--- config.mk ---
export PLATFORM = sky130hd
export DESIGN_NAME = multi_digit_display_driver
export DESIGN_NICKNAME = d
export VERILOG_FILES = /design/src/rtl/multi_digit_display_driver.sv
export SDC_FILE = /design/constraint.sdc
export NUM_CORES = 1
export LEC_CHECK = 0
export BUFFER_PORTS_ARGS = -buffer_cell sky130_fd_sc_hd__buf_2
export CORE_MARGIN = 1.5
export CORE_UTILIZATION = 55
export CTS_CLUSTER_SIZE = 28
export DETAILED_ROUTE_END_ITERATION = 10
export GPL_TIMING_DRIVEN = 1
export PLACE_DENSITY_LB_ADDON = 0.2
export SLEW_MARGIN = 5
export SYNTH_ARGS = -nofsm -noshare
export SYNTH_HDL_FRONTEND = slang
export SYNTH_SLANG_ARGS = --single-unit
--- constraint.sdc ---
create_clock -name clk -period 3.7 [get_ports clk]
set_clock_uncertainty 0.2 [all_clocks]
set_input_delay 0.185 -clock clk [delete_from_list [all_inputs] [get_ports clk]]
set_output_delay 0.185 -clock clk [all_outputs]
set_load 0.1 [all_outputs]
--- src/rtl/multi_digit_display_driver.sv ---
// rtl/multi_digit_display_driver.sv - time-multiplexed 7-segment display driver with frame-synchronous update
module multi_digit_display_driver #(
  parameter int DIGITS   = 4,
  parameter int SCAN_DIV = 50000
) (
  input  logic                clk,
  input  logic                rst,
  input  logic                load,
  input  logic [4*DIGITS-1:0] value,
  input  logic [DIGITS-1:0]   dp_in,
  input  logic                hex_mode,
  input  logic                lz_blank,
  output logic [6:0]          seg,
  output logic                dp_n,
  output logic [DIGITS-1:0]   an,
  output logic                frame_done
);

  localparam int PW = $clog2(SCAN_DIV);
  localparam int IW = $clog2(DIGITS);

  logic [PW-1:0]       presc_q, presc_d;
  logic [IW-1:0]       idx_q, idx_d;
  logic [4*DIGITS-1:0] shd_value_q, shd_value_d, act_value_q, act_value_d;
  logic [DIGITS-1:0]   shd_dp_q, shd_dp_d, act_dp_q, act_dp_d;
  logic                shd_hex_q, shd_hex_d, act_hex_q, act_hex_d;
  logic                shd_lz_q, shd_lz_d, act_lz_q, act_lz_d;
  logic                pending_q, pending_d;
  logic [6:0]          seg_q, seg_d;
  logic                dp_n_q, dp_n_d;
  logic [DIGITS-1:0]   an_q, an_d;
  logic                frame_done_q, frame_done_d;

  logic                tc, wrap, blank, dp_bit;
  logic [3:0]          nib;

  // Segment pattern {a..g}, active-low; non-decimal nibbles go dark unless hex is selected.
  function automatic logic [6:0] glyph(input logic [3:0] n, input logic hex);
    logic [6:0] g;
    case (n)
      4'h0: g = 7'b0000001;
      4'h1: g = 7'b1001111;
      4'h2: g = 7'b0010010;
      4'h3: g = 7'b0000110;
      4'h4: g = 7'b1001100;
      4'h5: g = 7'b0100100;
      4'h6: g = 7'b0100000;
      4'h7: g = 7'b0001111;
      4'h8: g = 7'b0000000;
      4'h9: g = 7'b0000100;
      4'hA: g = hex ? 7'b0001000 : 7'b1111111;
      4'hB: g = hex ? 7'b1100000 : 7'b1111111;
      4'hC: g = hex ? 7'b0110001 : 7'b1111111;
      4'hD: g = hex ? 7'b1000010 : 7'b1111111;
      4'hE: g = hex ? 7'b0110000 : 7'b1111111;
      default: g = hex ? 7'b0111000 : 7'b1111111;
    endcase
    return g;
  endfunction

  // Scan timing: prescaler terminal count steps the digit index; the step out of the top digit is a frame wrap.
  always_comb begin
    tc      = (presc_q == PW'(SCAN_DIV - 1));
    wrap    = tc && (idx_q == IW'(DIGITS - 1));
    presc_d = presc_q + 1'b1;
    idx_d   = idx_q;
    if (tc) begin
      presc_d = '0;
      idx_d   = wrap ? '0 : idx_q + 1'b1;
    end
    frame_done_d = wrap;
  end

  // Double buffering: loads land in the shadow; the active copy only changes at a frame wrap.
  // The transfer uses the shadow as it was before this cycle, so a load on the wrap waits a frame.
  always_comb begin
    shd_value_d = shd_value_q;
    shd_dp_d    = shd_dp_q;
    shd_hex_d   = shd_hex_q;
    shd_lz_d    = shd_lz_q;
    pending_d   = pending_q;
    act_value_d = act_value_q;
    act_dp_d    = act_dp_q;
    act_hex_d   = act_hex_q;
    act_lz_d    = act_lz_q;
    if (wrap) begin
      pending_d = 1'b0;
      if (pending_q) begin
        act_value_d = shd_value_q;
        act_dp_d    = shd_dp_q;
        act_hex_d   = shd_hex_q;
        act_lz_d    = shd_lz_q;
      end
    end
    if (load) begin
      shd_value_d = value;
      shd_dp_d    = dp_in;
      shd_hex_d   = hex_mode;
      shd_lz_d    = lz_blank;
      pending_d   = 1'b1;
    end
  end

  // Decode the digit about to be shown from the next active data, so the new frame's digit 0 is already fresh.
  always_comb begin
    nib    = 4'h0;
    dp_bit = 1'b0;
    blank  = act_lz_d && (idx_d != '0);
    for (int j = 0; j < DIGITS; j++) begin
      if (j == int'(idx_d)) begin
        nib    = act_value_d[j*4 +: 4];
        dp_bit = act_dp_d[j];
      end
      if ((j >= int'(idx_d)) && (act_value_d[j*4 +: 4] != 4'h0)) begin
        blank = 1'b0;
      end
    end
    seg_d  = seg_q;
    dp_n_d = dp_n_q;
    an_d   = an_q;
    if (tc) begin
      seg_d  = blank ? 7'b1111111 : glyph(nib, act_hex_d);
      dp_n_d = ~dp_bit;
      for (int j = 0; j < DIGITS; j++) begin
        an_d[j] = (j != int'(idx_d));
      end
    end
  end

  // State registers; reset parks the index on the top digit so the first terminal count starts a frame.
  always_ff @(posedge clk) begin
    if (rst) begin
      presc_q      <= '0;
      idx_q        <= IW'(DIGITS - 1);
      shd_value_q  <= '0;
      shd_dp_q     <= '0;
      shd_hex_q    <= 1'b0;
      shd_lz_q     <= 1'b0;
      act_value_q  <= '0;
      act_dp_q     <= '0;
      act_hex_q    <= 1'b0;
      act_lz_q     <= 1'b0;
      pending_q    <= 1'b0;
      seg_q        <= 7'b1111111;
      dp_n_q       <= 1'b1;
      an_q         <= '1;
      frame_done_q <= 1'b0;
    end else begin
      presc_q      <= presc_d;
      idx_q        <= idx_d;
      shd_value_q  <= shd_value_d;
      shd_dp_q     <= shd_dp_d;
      shd_hex_q    <= shd_hex_d;
      shd_lz_q     <= shd_lz_d;
      act_value_q  <= act_value_d;
      act_dp_q     <= act_dp_d;
      act_hex_q    <= act_hex_d;
      act_lz_q     <= act_lz_d;
      pending_q    <= pending_d;
      seg_q        <= seg_d;
      dp_n_q       <= dp_n_d;
      an_q         <= an_d;
      frame_done_q <= frame_done_d;
    end
  end

  assign seg        = seg_q;
  assign dp_n       = dp_n_q;
  assign an         = an_q;
  assign frame_done = frame_done_q;

endmodule
**Yosys cells after proc, flatten, opt, wreduce, memory -nomap -nowiden**

Index checks and enable logic that the tools add are counted.
W data, S select, Z words.

- Output and inout port bits: 13
- Logic and storage cells: 90
- Input bits: 25
- Register bits: 76

- Reductions and logical operators: 15
- Bitwise logic cells: 1
- Add/sub/neg operators: 2
- Muxes and demuxes: 32
- Order comparisons: 3
- Equal/unequal tests: 22

Operators by type and width:

| kind | count |
|---|---|
| $pmux W7 S15 | 1 |
| $mux W7 | 5 |
| $mux W16 | 2 |
| $eq A4 B4 Y1 const B | 7 |
| $mux W4 | 6 |
| $add A16 B1 Y16 const B | 1 |
| $eq A16 B16 Y1 const B | 1 |
| $eq A4 B3 Y1 const B | 4 |
| $reduce_bool A4 Y1 | 4 |
| $mux W1 | 14 |
| $eq A4 B2 Y1 const B | 2 |
| $mux W6 | 1 |
| $reduce_bool A2 Y1 | 3 |
| $logic_and A1 B1 Y1 | 5 |
| $mux W5 | 1 |
| $eq A2 B2 Y1 const A | 2 |
| $eq A4 B1 Y1 const B | 1 |
| $ge A1 B2 Y1 const A | 2 |
| $logic_not A4 Y1 | 1 |
| $mux W2 | 2 |
| $ne A2 B2 Y1 const A | 2 |
| $add A2 B1 Y2 const B | 1 |
| $eq A1 B2 Y1 const A | 1 |
| $eq A2 B2 Y1 const B | 1 |
| other kinds (5) | 5 |

**Depth between registers and ports, before layout**

Gate-level depths: netlist of run 1.

- Word-level depth: 12
- Mapped depth: 14
- Mapped depth without buffers: 9

**Worst setup path after synthesis of run 1**

OpenSTA, ideal clock, no wires.

- Path kind: register -> register
- From: reg presc_q[0]
- To: reg seg_q[1], in the netlist seg[1]
- Clock period less this slack: 2840 ps
- Setup time: 129 ps
- Buffers on the path: 3
- Cell stages (with the launch flop): 13
- Slack: 860 ps
- Data arrival time: 2512 ps
- Required time: 3371 ps
- Path through: dfxtp_1 > ha_1 > and3_1 > buf_6 > and4_1 > buf_6 > mux2i_2 > nand4_1 > and4_1 > buf_2 > and2_4 > a2111oi_4 > a211oi_1

- Longest elaborated chain between the ends: 12
- Elaborated cells on any way between the ends: 53
- Those cells by class: order compare (3); eq/ne (18); mux (20); reduce/logical (12)

Ends and longest elaborated chain:

| element | RTL line | text |
|---|---|---|
| start, declared | 22 | `logic [PW-1:0] presc_q, presc_d;` |
| start signal, assigned | 149 | `presc_q <= presc_d;` |
| $eq A16 B16 Y1 * | 63 | `tc = (presc_q == PW'(SCAN_DIV - 1));` |
| $logic_and A1 B1 Y1 | 64 | `wrap = tc && (idx_q == IW'(DIGITS - 1));` |
| $mux W2 | 69 | `idx_d = wrap ? '0 : idx_q + 1'b1;` |
| $mux W2 | 67 | `if (tc) begin` |
| $logic_not A2 Y1 | 110 | `if (j == int'(idx_d)) begin` |
| $mux W4 (4 in series) | 110 |  |
| $eq A4 B4 Y1 (tied with other cells) | 40 | `case (n)` |
| $pmux W7 S15 | 40 |  |
| $mux W7 | 122 | `seg_d = blank ? 7'b1111111 : glyph(nib, act_hex_d);` |
| end signal, assigned | 160 | `seg_q <= seg_d;` |
| end, declared | 29 | `logic [6:0] seg_q, seg_d;` |

Every way passes the cells marked *; elsewhere a longest branch is shown, timed or not.
A chain may end at the register's enable or synchronous reset.

**Final worst setup path of run 1**

Ends and elaborated chain as after synthesis.

==> flow_summary_export.csv, run 1 <==
group,metric,value,unit
run_status,run_status,"completed",
route,wl_per_cell,14.9,µm
sta,period_needed,3.41,ns
pwr,ir_drop,284,µV
synth,ys.warnings.count,0,
pwr,swShare,23.6,%
final_layout,num_antenna_cells,0,
synth,synth-async-reset-ratio,0,%
final_layout,post_route_cells_drive_above_1_share,16.0,%
final_layout,fin_nets,477,
place,place_area,3680,µm²
floorplan,floorplan.core_area,6030,µm²
global_route,wire_length_of_the_first_global_routing_pass,13600,µm
pwr,sequentialPowerShare,53.7,%
critical_path,crit_path_max_incr_delay,0.57,ns
floorplan,floorplan.die_area,6870,µm²
sta,worst_slew_pin_slew,0.814,ns
global_route,antenna_violations_before_repair,0,
sta,final_max_slew_viol_count,0,
global_route,grtUsageTotal,24.1,%
critical_path,critical_path.most_common_cell,"sky130_fd_sc_hd__and4_1",
final_layout,nFillCells,510,
global_route,grt_use_met2,38.5,%
synth,synth_fp_nets,427,
clock_network,path_clk_slew,0.08,ns
global_route,grtUsageMet1,31.1,%
synth,synth-edff-count,0,
sta,fin_worst_hold_slack,0.212,ns
critical_path,r2r_setup_slack,0.29,ns
synth,post_synth_instance_area,3510,µm²
synth,postSynthRegisterBits,76,
clock_network,tritoncts_buffers,9,
global_route,gr-total-overflow,0,
clock_network,worstSkewPairLatency,0.36,ns
place,placed_cells_incl_taps,492,
place,gp_routability_congestion,0.908,
synth,netlist_top_cells_area,"sky130_fd_sc_hd__dfxtp_1, sky130_fd_sc_hd__mux2i_1, sky130_fd_sc_hd__nor2_1",
critical_path,cp_max_fo,10,
pwr,comb_power_share,5.5,%
clock_network,clock_tree.buffer_depth,2,
final_layout,layout.cells.non_filler,530,
synth,synthDistinctLibCells,57,
hold_path,worstHoldPathType,"in2reg",
place,place.detailed.hpwl,5280,µm
critical_path,setup.worst_path.start_class,"flop",
clock_network,ctsRootBufferMaster,"sky130_fd_sc_hd__clkbuf_8",
pwr,switching_component_of_the_power,373,µW
clock_network,htree_levels,3,
critical_path,timing.setup.critical_path_class,"reg2reg",
floorplan,die_w,82.9,µm
synth,synthesis.area_per_instance,8.77,µm²
clock_network,tritoncts_num_sinks,76,
run,drv_cap,0,
route,routed-via-count,3065,
critical_path,arrival,3.44,ns
place,placement.io_buffers,37,
pwr,p_per_area,385,nW/µm²
floorplan,die_h,82.9,µm
floorplan,top_level_ports,38,
final_layout,postLayoutCellArea,4110,µm²
clock_network,tritoncts_clock_tree,"yes",
pwr,power.leakage,1.59,nW
route,detailedRoute.firstIterationViolations,171,
final_layout,area_growth,17.0,%
route,drt-pass1-iter-count,4,
critical_path,crit_chain,"ha_1 -> and3_1 -> and4_1 -> mux2i_2 -> nand4_1 -> and4_1 -> and2_4 -> a2111oi_4 -> a211oi_1",
floorplan,start_util,58.2,%
synth,seq_area_frac_synth,43.4,%
route,drc,0,
critical_path,critical-path-slowest-cell,"sky130_fd_sc_hd__mux2i_2",
synth,ys_top_cells_by_count,"sky130_fd_sc_hd__dfxtp_1, sky130_fd_sc_hd__nor2_1, sky130_fd_sc_hd__nand2_1",
sta,grt_setup_unrepaired,"no",
clock_network,cts_setup_buffers,0,
global_route,first_global_vias,2935,
pwr,total_power,1.58,mW
sta,max_transition_margin,45.7,%
global_route,gr-max-usage-layer,"met2",
route,avgViaCountPerCell,5.78,
global_route,grt_max_degree,56,
route,total_wirelength,7900,µm
synth,synthFlopType,"sky130_fd_sc_hd__dfxtp_1",
synth,synth_cells,400,
sta,timing.final.crit_share,92.0,%
final_layout,multiInputGateArea,1800,µm²
sta,final.setup.tns,0,ns
pwr,internal_power,1.21,mW
sta,setup_violations,0,
floorplan,num_rows,28,
global_route,gr-usage-met3,5.96,%
synth,yosys.area.top_type_share,43.4,%
pwr,share_clk_of_total_power,40.8,%
synth,synth_largest_area_cell,"sky130_fd_sc_hd__dfxtp_1",
sta,fmax,294,MHz
final_layout,register_area,1520,µm²
sta,hold_viol_final,0,
synth,yosys.cell_count.top_type,"sky130_fd_sc_hd__dfxtp_1",
route,drt.antenna.violating_nets,0,
critical_path,critical_path.endpoint_type,"flop",
critical_path,crit_required,3.73,ns
-- logic make-up after synthesis --
kind of cell / after synthesis / synth area share [%]
muxes: 28 / 8.13
DFF: 76 / 43.4
and+or+nand+nor: 164 / 23.5
buffers and inverters: 34 / 5.31
adders and majority gates: 2 / 0.713
xor gates and xnor gates: 12 / 3.00
AOI/OAI and AO/OA: 84 / 15.9
-- state kept, by name, indices dropped and copies added, names as in the netlist --
register and count:
shd_lz_q 1, an 4, shd_value_q 16, act_value_q 16, idx_q 2, presc_q 16, seg 7, shd_hex_q 1
frame_done 1, act_lz_q 1, shd_dp_q 4, pending_q 1, act_hex_q 1, dp_n 1, act_dp_q 4
-- worst max-delay path: cells and delay by family (launching register included) --
family | cells | cell delay [ns]
AO/OA/AOI/OAI | 2 | 0.45
adder cells (fa/ha/maj) | 1 | 0.28
multiplexers | 1 | 0.57
AND/OR/NAND/NOR | 5 | 1.39
flip-flops | 1 | 0.39
-- per-stage QoR --
step	worst slack [ns]	util, %
2_1_floorplan	0.860	-
3_3_place_gp	0.422	61.1
3_5_place_dp	0.360	61.1
4_1_cts	0.327	68.1
5_1_grt	0.0109	68.1
6_report	0.295	68.1
-- layout by cell type, fill, tap and decap left out, types with 10 or more instances in the layout --
cell type and n:
sky130_fd_sc_hd__a21oi_1 27, sky130_fd_sc_hd__buf_2 37, sky130_fd_sc_hd__clkbuf_8 10, sky130_fd_sc_hd__dfxtp_1 76, sky130_fd_sc_hd__dlygate4sd3_1 22, sky130_fd_sc_hd__mux2i_1 26, sky130_fd_sc_hd__nand2_1 31, sky130_fd_sc_hd__nand3_1 18
sky130_fd_sc_hd__nand4_1 22, sky130_fd_sc_hd__nor2_1 57, sky130_fd_sc_hd__o21ai_0 18
-- final timing paths --
check	startpoint	endpoint	cells past startpoint
hold / removal	rst	shd_value_q[8]$_SDFFE_PP0P_	3
setup reg to reg	presc_q[0]$_SDFF_PP0_	seg[1]$_SDFFE_PP1N_	9
hold reg to reg	act_dp_q[3]$_SDFF_PP0_	act_dp_q[3]$_SDFF_PP0_	2
setup / recovery	presc_q[0]$_SDFF_PP0_	seg[1]$_SDFFE_PP1N_	9
-- area by class of cell --
type / instances / share of cell area (%)
repair buffers: 67 / 11.3
well taps: 75 / 2.29
flip-flops and latches: 76 / 37.1
inverters: 6 / 0.549
clock buffers: 10 / 3.35
multi-input cells: 290 / 43.9
clock inverters: 6 / 1.55
-- routing by layer --
layer,vias to the layer above,share of wire (%)
met5,-,0
met4,0,1.8
met3,15,4.4
met2,78,48
met1,1439,46
li1,1533,-
-- timing repair --
action	4_1_cts	5_1_grt
gates resized for setup	0	0
hold buffers	22	0
endpoints found under the hold margin	22	0
setup endpoints to repair	0	0
-- power groups by stage --
stage	Clock (mW)	Combinational [mW]	Sequential, mW
5_1_grt	0.697	0.0966	0.852
6_report	0.644	0.0873	0.849
4_1_cts	0.655	0.0868	0.849
2_1_floorplan	0	0.0516	0.863
3_3_place_gp	0	0.0675	0.868
3_5_place_dp	0	0.0689	0.868
Power figures use the tool's default switching activity.
==> inputs of run 2 (changes only) <==
- MAX_ROUTING_LAYER: unset -> met4
- clock period: 3.7 -> 4.2 ns (I/O delays scaled with it)
==> flow_summary_export.csv, run 2 (same netlist as run 1, synthesis figures left out) <==
group,metric,value,unit
run_status,run_status,"completed",
final_layout,layout.cells.non_filler,526,
clock_network,tritoncts_clock_tree,"yes",
critical_path,crit_required,4.27,ns
floorplan,floorplan.core_area,6030,µm²
clock_network,tritoncts_num_sinks,76,
critical_path,r2r_setup_slack,0.72,ns
floorplan,start_util,58.2,%
sta,period_needed,3.48,ns
sta,finalWorstSetupSlack,0.716,ns
place,placed_cells_incl_taps,488,
floorplan,floorplan.die_area,6870,µm²
clock_network,worstSkewPairLatency,0.35,ns
floorplan,top_level_ports,38,
final_layout,area_growth,15.2,%
final_layout,layout_commonest_cell,"sky130_fd_sc_hd__dfxtp_1",
floorplan,die_h,82.9,µm
clock_network,cts_setup_buffers,0,
critical_path,timing.setup.critical_path_class,"reg2reg",
pwr,ir_drop,301,µV
global_route,grtUsageTotal,24.8,%
route,routed-via-count,3058,
critical_path,critical-path-slowest-cell,"sky130_fd_sc_hd__and4_1",
clock_network,htree_levels,3,
global_route,gr-total-overflow,0,
pwr,p_per_area,326,nW/µm²
clock_network,path_clk_slew,0.08,ns
route,wl_per_cell,15.2,µm
global_route,grt_max_degree,57,
place,place.detailed.hpwl,5160,µm
place,pre_cts_ws,0.770,ns
final_layout,most-common-layout-cells,"sky130_fd_sc_hd__dfxtp_1, sky130_fd_sc_hd__nor2_1, sky130_fd_sc_hd__buf_2",
route,avgViaCountPerCell,5.81,
critical_path,cp_max_fo,15,
route,drt-pass1-iter-count,6,
sta,final.setup.tns,0,ns
final_layout,num_antenna_cells,0,
critical_path,critical_path.endpoint_type,"flop",
clock_network,tritoncts_buffers,9,
critical_path,crit_chain,"ha_1 -> and3_1 -> and4_1 -> buf_4 -> nand2_2 -> mux2i_1 -> o221a_4 -> nand2b_1 -> a21boi_0 -> a211oi_1",
sta,hold_viol_final,0,
route,detailedRoute.firstIterationViolations,209,
floorplan,die_w,82.9,µm
clock_network,clock_tree.buffer_depth,2,
sta,fmax,287,MHz
clock_network,number_of_cells_upsized_or_downsized_after_cts,0,
final_layout,registers_with_the_most_flip_flops,"act_value_q x16, presc_q x16, shd_value_q x16",
final_layout,post_route_cells_drive_above_1_share,15.1,%
sta,final_max_slew_viol_count,0,
global_route,antenna_violations_before_repair,0,
critical_path,arrival,3.56,ns
final_layout,fin_nets,473,
sta,max_transition_margin,32.2,%
run,drv_cap,0,
sta,worst_slew_pin_slew,1.02,ns
place,gp_routability_congestion,0.862,
critical_path,crit_path_max_incr_delay,0.53,ns
critical_path,setup.worst_path.start_class,"flop",
clock_network,ctsRootBufferMaster,"sky130_fd_sc_hd__clkbuf_8",
global_route,wire_length_of_the_first_global_routing_pass,13600,µm
sta,grt_setup_unrepaired,"no",
hold_path,worstHoldPathType,"reg2reg",
pwr,power.leakage,1.55,nW
global_route,first_global_vias,2864,
route,drt.antenna.violating_nets,0,
route,total_wirelength,7980,µm
place,placement.io_buffers,37,
sta,setup_violations,0,
route,drc,0,
floorplan,num_rows,28,
sta,timing.final.crit_share,82.9,%
[run 2: changes by cell type in the layout (fill, tap and decap cells not counted), sizes merged]
| cell | before | now |
|---|---|---|
| bufinv | 1 | 0 |
| buf | 45 | 41 |
| clkinvlp | 2 | 3 |
[run 2: worst paths after layout]
kind | depth (start not counted) | from | endpoint
hold reg to reg | 2 | act_lz_q$_SDFF_PP0_ | act_lz_q$_SDFF_PP0_
hold / removal | 2 | act_lz_q$_SDFF_PP0_ | act_lz_q$_SDFF_PP0_
setup / recovery | 10 | presc_q[0]$_SDFF_PP0_ | seg[4]$_SDFFE_PP1N_
setup reg to reg | 10 | presc_q[0]$_SDFF_PP0_ | seg[4]$_SDFFE_PP1N_
[run 2: timing repair]
item | 4_1_cts | 5_1_grt
endpoints found under the setup margin | 0 | 0
hold endpoints to repair | 22 | 0
hold buffers | 22 | 0
[run 2: layer usage]
layer  track usage [%]  wire length (µm)
met1              33.2              3760
met2              36.7              3630
met3              5.67               444
met4              9.24               145
met5                 -                 0
[run 2: report_power, final]
part	total (mW)	leakage [nW]	internal [mW]	switching, mW
registers	0.749	0.618	0.736	0.0130
logic	0.0765	0.858	0.0392	0.0373
clock network	0.491	0.0783	0.213	0.278
[run 2: cell type report]
class | count | area, µm²
clock buffer | 10 | 128
clock inverter | 6 | 41.3
fill | 503 | 1980
inverter | 6 | 22.5
multi-input combinational | 290 | 1800
sequential | 76 | 1520
tap | 75 | 93.8
timing repair buffer | 63 | 435
[run 2: worst max-delay path, delay by kind of cell, from the launching register on]
kind                     cells  cell delay (ns)
AND/OR/NAND/NOR              4             1.21
buffers and inverters        1             0.29
flip-flops                   1             0.39
adder cells (fa/ha/maj)      1             0.26
multiplexers                 1             0.36
AO/OA/AOI/OAI                3             0.70
[run 2: metrics by stage]
stage	instance area [µm²]	util, %	total power [mW]	hold WS (ns)
6_report	4040	67.1	1.32	0.259
5_1_grt	4040	67.1	1.37	0.284
4_1_cts	4040	67.1	1.32	0.262
3_5_place_dp	3650	60.6	0.826	0.246
3_3_place_gp	3650	60.6	0.824	0.240
2_1_floorplan	3510	-	0.805	0.157
